### src/rtl/quad_step_decoder.sv
// Quadrature (x4) step decoder: synchronizes enc_a/enc_b, skips a priming window
// after reset, then turns each legal phase edge into a count step and flags double-bit jumps.
module quad_step_decoder #(
    parameter int unsigned WIDTH       = 3,
    parameter int unsigned SYNC_STAGES = 2
) (
    input  logic             clk,
    input  logic             reset,
    input  logic             enc_a,
    input  logic             enc_b,
    input  logic             clear,
    output logic [WIDTH-1:0] count,
    output logic             up_down,
    output logic             step,
    output logic             err
);

    localparam int unsigned PrimeW = $clog2(SYNC_STAGES + 1) + 1;
    localparam logic [PrimeW-1:0] PrimeLast = PrimeW'(SYNC_STAGES);

    typedef enum logic [0:0] {StPrime, StRun} state_e;

    logic [SYNC_STAGES-1:0] a_sync_q, b_sync_q;
    logic [1:0]             cur;
    logic [1:0]             prev_q, prev_d;
    logic [3:0]             trans;
    logic                   dec_up, dec_dn, dec_err;

    state_e                 state_q, state_d;
    logic [PrimeW-1:0]      prime_cnt_q, prime_cnt_d;
    logic [WIDTH-1:0]       count_q, count_d;
    logic                   up_down_q, up_down_d;
    logic                   step_q, step_d;
    logic                   err_q, err_d;

    // Shift each phase through its own synchronizer chain.
    always_ff @(posedge clk or negedge reset) begin
        if (!reset) begin
            a_sync_q <= '0;
            b_sync_q <= '0;
        end else begin
            a_sync_q <= {a_sync_q[SYNC_STAGES-2:0], enc_a};
            b_sync_q <= {b_sync_q[SYNC_STAGES-2:0], enc_b};
        end
    end

    assign cur    = {a_sync_q[SYNC_STAGES-1], b_sync_q[SYNC_STAGES-1]};
    assign trans  = {prev_q, cur};
    assign prev_d = cur;

    // Classify the {prev, cur} transition: A leading is up, B leading is down.
    always_comb begin
        dec_up = 1'b0;
        dec_dn = 1'b0;
        case (trans)
            4'b0010, 4'b1011, 4'b1101, 4'b0100: dec_up = 1'b1;
            4'b0001, 4'b0111, 4'b1110, 4'b1000: dec_dn = 1'b1;
            default: ;
        endcase
        dec_err = ((prev_q ^ cur) == 2'b11);
    end

    // Next-state: priming countdown, then decode into count/direction/pulses.
    always_comb begin
        state_d     = state_q;
        prime_cnt_d = prime_cnt_q;
        count_d     = count_q;
        up_down_d   = up_down_q;
        step_d      = 1'b0;
        err_d       = 1'b0;
        case (state_q)
            StPrime: begin
                // prev tracks cur here so pin levels at reset release never count as motion
                if (prime_cnt_q == PrimeLast) begin
                    state_d = StRun;
                end else begin
                    prime_cnt_d = prime_cnt_q + PrimeW'(1);
                end
            end
            StRun: begin
                if (dec_up) begin
                    count_d   = count_q + WIDTH'(1);
                    up_down_d = 1'b1;
                    step_d    = 1'b1;
                end else if (dec_dn) begin
                    count_d   = count_q - WIDTH'(1);
                    up_down_d = 1'b0;
                    step_d    = 1'b1;
                end
                err_d = dec_err;
            end
            default: state_d = StPrime;
        endcase
        // clear wins over a same-cycle step; step/up_down/err still report it
        if (clear) begin
            count_d = '0;
        end
    end

    // FSM state and registered outputs.
    always_ff @(posedge clk or negedge reset) begin
        if (!reset) begin
            state_q     <= StPrime;
            prime_cnt_q <= '0;
            prev_q      <= 2'b00;
            count_q     <= '0;
            up_down_q   <= 1'b1;
            step_q      <= 1'b0;
            err_q       <= 1'b0;
        end else begin
            state_q     <= state_d;
            prime_cnt_q <= prime_cnt_d;
            prev_q      <= prev_d;
            count_q     <= count_d;
            up_down_q   <= up_down_d;
            step_q      <= step_d;
            err_q       <= err_d;
        end
    end

    assign count   = count_q;
    assign up_down = up_down_q;
    assign step    = step_q;
    assign err     = err_q;

endmodule

### config.mk
export PLATFORM = sky130hd
export DESIGN_NAME = quad_step_decoder
export DESIGN_NICKNAME = d
export VERILOG_FILES = /design/src/rtl/quad_step_decoder.sv
export SDC_FILE = /design/constraint.sdc
export NUM_CORES = 1
export LEC_CHECK = 0
export BUFFER_PORTS_ARGS = -buffer_cell sky130_fd_sc_hd__buf_4
export CORE_MARGIN = 2
export CORE_UTILIZATION = 35
export CTS_BUF_LIST = sky130_fd_sc_hd__clkbuf_16
export CTS_CLUSTER_SIZE = 25
export DETAILED_ROUTE_END_ITERATION = 12
export MAX_ROUTING_LAYER = met4
export PLACE_DENSITY_LB_ADDON = 0.15
export SYNTH_ARGS = -nofsm -noshare
export SYNTH_HDL_FRONTEND = slang
export SYNTH_SLANG_ARGS = --single-unit
### constraint.sdc
create_clock -name clk -period 3.5 [get_ports clk]
set_input_delay 0.7 -clock clk [delete_from_list [all_inputs] [get_ports clk]]
set_output_delay 0.7 -clock clk [all_outputs]
set_load 0.005 [all_outputs]
==> metrics.md <==
| Metric | Value |
|---|---|
| Length of the first detailed-routing pass in iterations | `3` |
| Share of the yosys chip area belonging to registers | `58.4%` |
| Synth-to-Final Area Change | `27.3%` |
| Xor/xnor cell area share of the yosys netlist | `13.6%` |
| Maximum number of pins on one net before global-route repair | `17` |
| Hold violation count in the final report | `0` |
| Worst hold path type | `in -> async` |
| Post-Synth Adder-Cell Area | `5.45%` |
| Main combinational cell family by area after synthesis | `XOR/XNOR gates` |
| Post-detailed-placement half-perimeter wirelength | `755 µm` |
| Overall global routing resource usage | `11.0%` |
| Sw frac | `22.7%` |
| Share of layout cells above drive strength 1 | `27.1%` |
| Psw | `119 µW` |
| Maximum level of the CTS H-tree | `1` |
| Post-route insts no fill | `97` |
| Area of the mapped netlist | `688 µm²` |
| Vias | `415` |
| Element type at the critical path start | `flop` |
| Critical path cell sequence | `xnor2_1 > nor2_1 > xnor2_1 > ha_1 > nor2_1 > o21ai_0 > a211oi_2 > mux2_4` |
| Count of synthesis-stage warnings from yosys | `0` |
| Cell taking the most area after synthesis | `sky130_fd_sc_hd__dfrtp_1` |
| Leakage power of the design | `0.000389 µW` |
| DRT Wirelength | `1.02 mm` |
| Classification of the worst setup path | `reg -> reg` |
| Top FF cell, synth | `sky130_fd_sc_hd__dfrtp_1` |
| Final min period | `2.01 ns` |
| Worst-case hold slack | `0.304 ns` |
| I/O pin cnt | `11` |
| Post-Route Utilization | `46.1%` |
| Yosys top cell area share | `54.5%` |
| Initial drt markers | `4` |
| Residual antenna-violating net count after detailed routing | `0` |
| Final net count | `79` |
| Number of buffers created by CTS | `3` |
| Cell count after placement | `93` |
| Rel. slew slack | `78.6%` |
| Number of design rule violations left after detail routing | `0` |
| Highest-delay cell along the critical path | `sky130_fd_sc_hd__dfrtp_1` |
| Total congestion overflow after global routing | `0` |
| Setup repair after global routing missed its margin | `false` |
| Maximum buffer depth of the clock tree | `2` |
| # Max-Cap Violations | `0` |
| Outcome | `complete, no violations` |
| Worst supply voltage drop on vdd | `0.379 mV` |
| Compound-Gate Fraction of Synth Area | `9.09%` |
| Portion of netlist area occupied by mux cells | `2.18%` |
| CP endpoint kind | `flop` |
| Total die area | `2340 µm²` |
| Gate Count Post-Synth | `56` |
| Power Density | `598 nW/µm²` |
| IO buf count | `10` |
| Sequential power share | `41.6%` |
| Number of enable-type register cells in the synthesized netlist | `0` |
| Final Skew | `0.00158 ns` |
| # Post-CTS Setup Buffers | `0` |
| Clock transition at the registers of the reported paths | `0.05 ns` |
| Crit. Startpoint | `a_sync_q[1]$_DFF_PN0_` |
| Post-synthesis share of cell area spent on and, or, nand and nor gates | `9.09%` |
| Combinational Power Share | `16.5%` |
| Average wire per standard cell | `10.5 µm` |
| Final worst-path cycle share | `57.4%` |
| Total of hold buffers inserted after clock tree synthesis | `0` |
| Critical register-to-register path endpoint | `count[2]$_DFFE_PN0P_` |
| Worst-case reg-to-reg path depth | `8` |
| Clock tree from TritonCTS | `built` |
| Cell variety after synth | `18` |
| CP Max Fanout | `4` |
| Mean post-synth cell area | `12.3 µm²` |
| Core region area | `1900 µm²` |
| Library cell with the highest instance count after synthesis | `sky130_fd_sc_hd__dfrtp_1` |
| Setup tns final | `0 ns` |
| Antenna violations before repair | `0` |
| Register cell area after layout | `402 µm²` |
| Vertical die dimension | `48.3 µm` |
| Setup slack on the worst flop-to-flop path | `1.49 ns` |
| Wire length of the first global-routing pass | `1.80 mm` |
| Critical path's largest stage delay | `0.42 ns` |
| RD Place Congestion | `0.707` |
| Number of global-route vias before repair | `410` |
| Number of pins with negative max-slew slack in the final report | `0` |
| Critical path arrival | `2.14 ns` |
| Fraction of synthesis flops using an asynchronous set or reset pin | `100%` |
| Highest Clock Rate | `497 MHz` |
| Antenna cells | `0` |
| Transition time at the pin with the least slew margin | `0.321 ns` |
| CTS Sinks | `16` |
| Internal power contribution | `405 µW` |
| Worst setup path endpoint | `count[2]$_DFFE_PN0P_` |
| Cell types occupying the most area after synthesis | `sky130_fd_sc_hd__dfrtp_1 55%, sky130_fd_sc_hd__xnor2_1 7.6%, sky130_fd_sc_hd__ha_1 5.5%` |
| Clock group share of total power | `41.8%` |
| Commonest cells in the netlist | `15 x sky130_fd_sc_hd__dfrtp_1, 6 x sky130_fd_sc_hd__xnor2_1, 5 x sky130_fd_sc_hd__nor2_1` |
| Die extent in x | `48.3 µm` |
| Filler cells | `196` |
| Req. time, crit path | `3.63 ns` |
| Start of the worst register-to-register path | `a_sync_q[1]$_DFF_PN0_` |
| Net Count, Synth | `64` |
| Via count normalized by instance count | `4.28` |
| Total setup violations reported at the end of the flow | `0` |
| Insertion delay to the later sink of the worst-skew pair | `0.24 ns` |
| Std cell rows | `16` |
| Resize count post-CTS | `0` |
| Multi-input combinational cell area | `272 µm²` |
| FF+latch count, synth | `16` |
| Clock tree root driver cell | `sky130_fd_sc_hd__clkbuf_16` |
| Starting Density | `36.2%` |
[registers in the layout, summed over array words and instances, names as in the netlist]
| name | cells |
|---|---|
| prev_q | 2 |
| step | 1 |
| up_down | 1 |
| a_sync_q | 2 |
| b_sync_q | 2 |
| prime_cnt_q | 3 |
| count | 3 |
| err | 1 |
| state_q | 1 |
[through the flow]
stage	power, µW	setup slack (ns)	area (µm²)
finish	524	1.49	876
global route	549	1.27	876
CTS	531	1.46	876
detailed placement	307	1.47	797
global placement	306	1.51	797
floorplan	270	1.65	688
[cell type report]
cell class	count	area share (%)
Multi-Input combinational cell	36	31.0
Clock buffer	3	8.57
Sequential cell	16	45.9
Timing Repair Buffer	10	8.57
Tap cell	27	3.86
Inverter	4	1.71
Clock inverter	1	0.429
[layer usage]
layer	vias up	part of all wire, %	GRT usage, %
met3	2	5.3	5.86
met4	0	1.1	4.29
li1	210	-	-
met1	195	42	11.4
met5	-	0	-
met2	8	51	17.6
[layout by cell type (no fill, tap or decap)]
master                      count
sky130_fd_sc_hd__or3_1          1
sky130_fd_sc_hd__nand2b_1       1
sky130_fd_sc_hd__nand3b_1       2
sky130_fd_sc_hd__inv_1          4
sky130_fd_sc_hd__dfstp_2        1
sky130_fd_sc_hd__nand2_1        2
sky130_fd_sc_hd__and2b_2        1
sky130_fd_sc_hd__xor2_2         2
sky130_fd_sc_hd__dfrtp_1       15
sky130_fd_sc_hd__xor2_1         1
sky130_fd_sc_hd__a21oi_1        4
sky130_fd_sc_hd__o21ai_1        2
sky130_fd_sc_hd__mux2_4         1
sky130_fd_sc_hd__ha_1           3
sky130_fd_sc_hd__a211oi_2       1
sky130_fd_sc_hd__o21ai_0        4
sky130_fd_sc_hd__xnor2_1        6
sky130_fd_sc_hd__clkinv_1       1
sky130_fd_sc_hd__nor2_1         5
sky130_fd_sc_hd__clkbuf_16      3
sky130_fd_sc_hd__buf_4         10
[kinds of logic (layout without fill, tap and decap cells)]
family / Yosys count / count (layout)
xor+xnor: 9 / 9
buf+inv: 4 / 18
mux: 1 / 1
flops: 16 / 16
simple gates: 12 / 12
compound gates: 11 / 11
fa+ha+maj: 3 / 3
[critical path: cells and delay by family, from the launching register on]
kind | cells | cell delay (ns)
AO/OA/AOI/OAI | 2 | 0.36
AND/OR/NAND/NOR | 2 | 0.19
adder cells (fa/ha/maj) | 1 | 0.19
XOR/XNOR | 2 | 0.42
multiplexers | 1 | 0.32
flip-flops | 1 | 0.42
[power by group through the flow]
stage	Combinational [µW]	Clock [µW]	Sequential (µW)
detailed placement	86.2	0	221
floorplan	48.6	0	221
global route	97.4	231	221
global placement	84.9	0	221
finish	86.6	219	218
CTS	89.2	224	218
[how the worst min path moves through the flow]
stage                            end  slack [ns]  depth (start not counted)
6_report       a_sync_q[0]$_DFF_PN0_        0.30                          1
5_1_grt        a_sync_q[0]$_DFF_PN0_        0.32                          1
4_1_cts        a_sync_q[0]$_DFF_PN0_        0.31                          1
3_5_place_dp   b_sync_q[1]$_DFF_PN0_        0.34                          0
3_3_place_gp   b_sync_q[1]$_DFF_PN0_        0.33                          0
2_1_floorplan  a_sync_q[1]$_DFF_PN0_        0.33                          0
(Power assumes the default switching activity.)
